## src/rtl/bla_sub_64bit_seq.sv

```systemverilog
// Multi-cycle borrow-lookahead subtractor: diff = a - b - bin, one SLICE-bit slice per cycle, LSB first.
// Done pulses NSLICE+1 cycles after an accepted start; start is accepted only while ready (IDLE).
module bla_sub_64bit_seq #(
  parameter int WIDTH = 64,
  parameter int SLICE = 16
) (
  input  logic             clk,
  input  logic             rst,
  input  logic             start,
  input  logic [WIDTH-1:0] a,
  input  logic [WIDTH-1:0] b,
  input  logic             bin,
  output logic             ready,
  output logic             done,
  output logic [WIDTH-1:0] diff,
  output logic             bout,
  output logic             ovf,
  output logic             zero
);
  localparam int NSLICE = WIDTH / SLICE;
  localparam int NGRP   = SLICE / 4;
  localparam int KW     = (NSLICE > 1) ? $clog2(NSLICE) : 1;
  localparam logic [KW-1:0] KLAST = KW'(NSLICE - 1);

  typedef enum logic [1:0] {S_IDLE, S_RUN, S_DONE} state_t;

  state_t           state, state_nx;
  logic [KW-1:0]    k;
  logic [WIDTH-1:0] a_r, b_r, diff_w, diff_full;
  logic             brw;
  logic [SLICE-1:0] a_s, b_s, g, p, s_diff;
  logic [SLICE:0]   bw;
  logic [3:0]       gg, pp;
  logic             c0;

  // Slice datapath: borrows resolved per 4-bit group, groups chained by group generate/propagate.
  always_comb begin
    a_s  = a_r[int'(k)*SLICE +: SLICE];
    b_s  = b_r[int'(k)*SLICE +: SLICE];
    g    = ~a_s & b_s;
    p    = ~(a_s ^ b_s);
    bw   = '0;
    bw[0] = brw;
    gg   = '0;
    pp   = '0;
    c0   = 1'b0;
    for (int j = 0; j < NGRP; j++) begin
      gg = g[4*j +: 4];
      pp = p[4*j +: 4];
      c0 = bw[4*j];
      bw[4*j+1] = gg[0] | (pp[0] & c0);
      bw[4*j+2] = gg[1] | (pp[1] & gg[0]) | (pp[1] & pp[0] & c0);
      bw[4*j+3] = gg[2] | (pp[2] & gg[1]) | (pp[2] & pp[1] & gg[0]) | (pp[2] & pp[1] & pp[0] & c0);
      bw[4*j+4] = gg[3] | (pp[3] & gg[2]) | (pp[3] & pp[2] & gg[1]) |
                  (pp[3] & pp[2] & pp[1] & gg[0]) | ((&pp) & c0);
    end
    s_diff    = a_s ^ b_s ^ bw[SLICE-1:0];
    diff_full = diff_w;
    diff_full[int'(k)*SLICE +: SLICE] = s_diff;
  end

  always_comb begin
    state_nx = state;
    ready    = 1'b0;
    done     = 1'b0;
    case (state)
      S_IDLE: begin
        ready = 1'b1;
        if (start) state_nx = S_RUN;
      end
      S_RUN: begin
        if (k == KLAST) state_nx = S_DONE;
      end
      S_DONE: begin
        done     = 1'b1;
        state_nx = S_IDLE;
      end
      default: state_nx = S_IDLE;
    endcase
  end

  always_ff @(posedge clk) begin
    if (rst) begin
      state  <= S_IDLE;
      k      <= '0;
      a_r    <= '0;
      b_r    <= '0;
      brw    <= 1'b0;
      diff_w <= '0;
      diff   <= '0;
      bout   <= 1'b0;
      ovf    <= 1'b0;
      zero   <= 1'b0;
    end else begin
      state <= state_nx;
      case (state)
        S_IDLE: begin
          if (start) begin
            a_r <= a;
            b_r <= b;
            brw <= bin;
            k   <= '0;
          end
        end
        S_RUN: begin
          diff_w <= diff_full;
          brw    <= bw[SLICE];
          k      <= k + KW'(1);
          // Result flags only move on the edge into DONE; they hold through the next RUN.
          if (k == KLAST) begin
            diff <= diff_full;
            bout <= bw[SLICE];
            ovf  <= (a_r[WIDTH-1] ^ b_r[WIDTH-1]) & (diff_full[WIDTH-1] ^ a_r[WIDTH-1]);
            zero <= ~|diff_full;
          end
        end
        default: ;
      endcase
    end
  end
endmodule

```

## config.mk

```make
export PLATFORM = sky130hd
export DESIGN_NAME = bla_sub_64bit_seq
export DESIGN_NICKNAME = d
export VERILOG_FILES = /design/src/rtl/bla_sub_64bit_seq.sv
export SDC_FILE = /design/constraint.sdc
export NUM_CORES = 1
export LEC_CHECK = 0
export ABC_AREA = 1
export CORE_AREA = 2 2 155 157
export CTS_CLUSTER_SIZE = 28
export DETAILED_ROUTE_END_ITERATION = 6
export DIE_AREA = 0 0 157 159
export PLACE_DENSITY_LB_ADDON = 0.2
export SYNTH_ARGS = -nofsm -noshare
export SYNTH_HDL_FRONTEND = slang
export SYNTH_SLANG_ARGS = --single-unit
```

## constraint.sdc

```tcl
create_clock -name clk -period 4.9 [get_ports clk]
set_input_delay 0.98 -clock clk [delete_from_list [all_inputs] [get_ports clk]]
set_output_delay 0.98 -clock clk [all_outputs]
set_load 0.01 [all_outputs]
```

==> metrics <==
run status=completed; part of the power in registers=40.4%; Final Critical Period=4361 ps; RSZ-0062 raised after global routing=false; Clock power frac=between 30% and 40%; Final ANT Viol Nets=0; CTS Buf Count=27; Post-Synth Simple-Gate Area=a little under a quarter; Fin Clk Skew=13.55 ps; P_sw=about 1.9 mW; FFs w/ async S/R, synth=0%; post-route insts no fill=approximately 2.2k; Avg Inst Size Synth=between 6 and 7 sq um; site row count=56; Sequential cell area=between 5000 and 6000 sq um; crit path max fanout=95; total number of vias=approximately 12k; largest family of logic cells by synthesized area=simple AND/OR/NAND/NOR gates; max-cap check violation count=0; crit path kind=reg2reg; Max-slew headroom=32.67%; Most used DFF post-synth=dfxtp_1; Synth Warn #=0; fill count=2080; multi-input gate area in the final layout=between 5000 and 6000 sq um; core footprint=23190 sq um; max-slew violations=0; CP startpoint kind=flop; post-synthesis mux area share=0%; Skew-Pair Late Insertion Delay=540 ps; WP buf/inv=4; Die Y=between 150 and 200 um; Synth Area in Adders=2.875%; Arr. time, crit path=roughly 4800 ps; total negative slack=0 ps; WL per Instance=roughly 17 um; synthesized flop and latch total=between 200 and 300; CTS Buffer Depth=3; global routing met3 resource utilization=about 4.3%; vias in the first global route=11.14k; starting density of the core=53.30%; post-synthesis sequential area ratio=between 40% and 50%; die area=between 20000 and 25000 sq um; GRT Residual Overflow=0; Synth Area in Compound Gates=a little over a fifth; internal power=a little over 4 mW; DR vias/cell=roughly 5.4; CTS tree=done; post-CTS setup buffer count=0; placed insts=2200; Max stage delay on crit path=~460 ps; Residual DRC=0; Slew @ Worst Pin=about 1000 ps; worst hold-check path type=reg2reg; Reg2Reg Setup Slack=540 ps; placer congestion estimate=0.9123; XOR/XNOR Fraction of Synth Area=less than 1%; clock transition at the registers of the reported paths=70 ps; H-Tree Depth=1; DP Wirelength=26.31 mm; Power Density=between 300 and 400 nW/um^2; M1 GR Usage=a little over two fifths; Final setup viols=0; Post-synth EDFFs=0; top cell type's share of synthesized area=a little over two fifths; delay-heaviest family, CP=simple AND/OR/NAND/NOR gates; Syn Nets=between 1.5k and 2k; Slowest-stage cell, CP=fa_1; GR peak layer=met2; # IOs=roughly 200; WP data required=around 5400 ps; Post-Syn Area=12360 sq um; share of cells above drive strength 1=about 4.4%; Final Hold Viols=0; Power, Total=just under 6 mW; Layout Nets=slightly above 2k; peak supply drop=270.6 uV; Sw Ratio=about a third; Ant. Diodes=0; f_max=229.3 MHz; Tcrit/Tclk final=approximately nine tenths; CP Capture Type=flop; DRT Wirelength=around 38 mm; antenna violations before repair=0; Cells after Synth=about 1.8k; Yosys cell types=38; CP most frequent cell=nand2_1; combinational share of power=23.2%; area grow syn2layout=24.50%; cts hold-fix bufs=0; I/O Buffers=200; DR pass1 iterations=7; Die X-Extent=around 160 um; All-Layer GR Usage=29.98%; first-iteration detailed-routing DRC count=about 1.3k; first-pass GRT wire length=59.66 mm; cell taking the most area after synthesis=dfxtp_1; largest net degree at the start of global routing=approximately 130; Root Driver=clkbuf_16; ranking of synthesized cells by area=dfxtp_1 43%, nor2_1 11%, o21ai_0 11%; Leak=~7.1 nW; CTS sink count=between 200 and 300; met2 Use GR=a little under half
-- placed cells by master (no fill, tap or decap), types with 27 or more instances in the layout --
cell,n
dfxtp_1,263
nand3_1,35
inv_1,209
clkdlybuf4s50_1,199
o21ai_0,260
nor2_1,377
o21bai_1,33
clkbuf_16,27
o211ai_1,42
a21oi_1,54
nand2_1,249
-- stage by stage --
stage	hold slack [ps]	cell area [sq um]	setup slack [ps]	utilization, %
2_1_floorplan	449.5	12360	594.3	-
3_3_place_gp	460.6	14450	572.1	62.32
3_5_place_dp	468.3	14450	503.9	62.32
4_1_cts	483.4	15390	446.8	66.34
5_1_grt	502.8	15390	50.01	66.35
6_report	481.0	15390	538.8	66.35
-- per-layer routing --
metal | share of wire [%] | up-vias
met4 | 2.9 | 0
met5 | 0 | -
met2 | 44 | 533
met3 | 8.0 | 84
met1 | 45 | 5624
li1 | - | 6006
-- kinds of logic (layout without fill, tap and decap cells) --
logic type      after synthesis  count (layout)
flops                       264             264
xor+xnor                      2               2
buf+inv                     339             485
simple gates                702             702
fa+ha+maj                    26              26
compound gates              450             450
-- path summary, 6_finish.rpt --
kind	start	endpoint	cells past startpoint
max	k[0]$_SDFFE_PP0P_	zero$_SDFFE_PP0P_	31
min	b_r[47]$_SDFFE_PP0P_	b_r[47]$_SDFFE_PP0P_	2
max reg2reg	k[0]$_SDFFE_PP0P_	zero$_SDFFE_PP0P_	31
min reg2reg	b_r[47]$_SDFFE_PP0P_	b_r[47]$_SDFFE_PP0P_	2
-- synth_stat cells, types with 13 or more instances --
master and count:
o21ai_0 260, o211ai_1 42, a21oi_1 54, nand2_1 250, o21bai_1 33, nor2_1 378
clkbuf_1 97, o22ai_1 21, ha_1 22, buf_2 13, dfxtp_1 264, inv_1 210
nand4_1 26, nand3_1 35
-- sequential cells by signal (all words and copies together), names as in the netlist, 2 cells and up --
register	cells
a_r	64
b_r	64
diff	64
diff_w	64
k	2
state	2
-- what timing repair did --
item / CTS / global route
endpoints found under the hold margin: 0 / 0
gates resized for setup: 0 / 2
setup endpoints to repair: 0 / 1
-- worst min-delay path: cells and delay by family, from the launching register on --
family | cells | cell delay [ps]
and+or+nand+nor | 2 | 120
DFF | 1 | 330
-- power groups by stage --
| stage | clock (mW) | sequential (mW) | combinational [mW] |
|---|---|---|---|
| finish | 2.15 | 2.38 | 1.36 |
| global route | 2.25 | 2.39 | 1.52 |
| CTS | 2.17 | 2.37 | 1.34 |
| detailed placement | 0 | 2.42 | 1.33 |
| global placement | 0 | 2.42 | 1.31 |
| floorplan | 0 | 2.39 | 0.871 |
-- final cells by class --
class / count / share of cell area, %
multi-input combinational: 1180 / 37.53
sequential: 264 / 34.35
timing repair buffer: 217 / 14.05
inverter: 220 / 5.415
clock buffer: 34 / 5.017
tap: 319 / 2.594
clock inverter: 14 / 1.041
No activity file was read; power rests on OpenSTA's default activity.
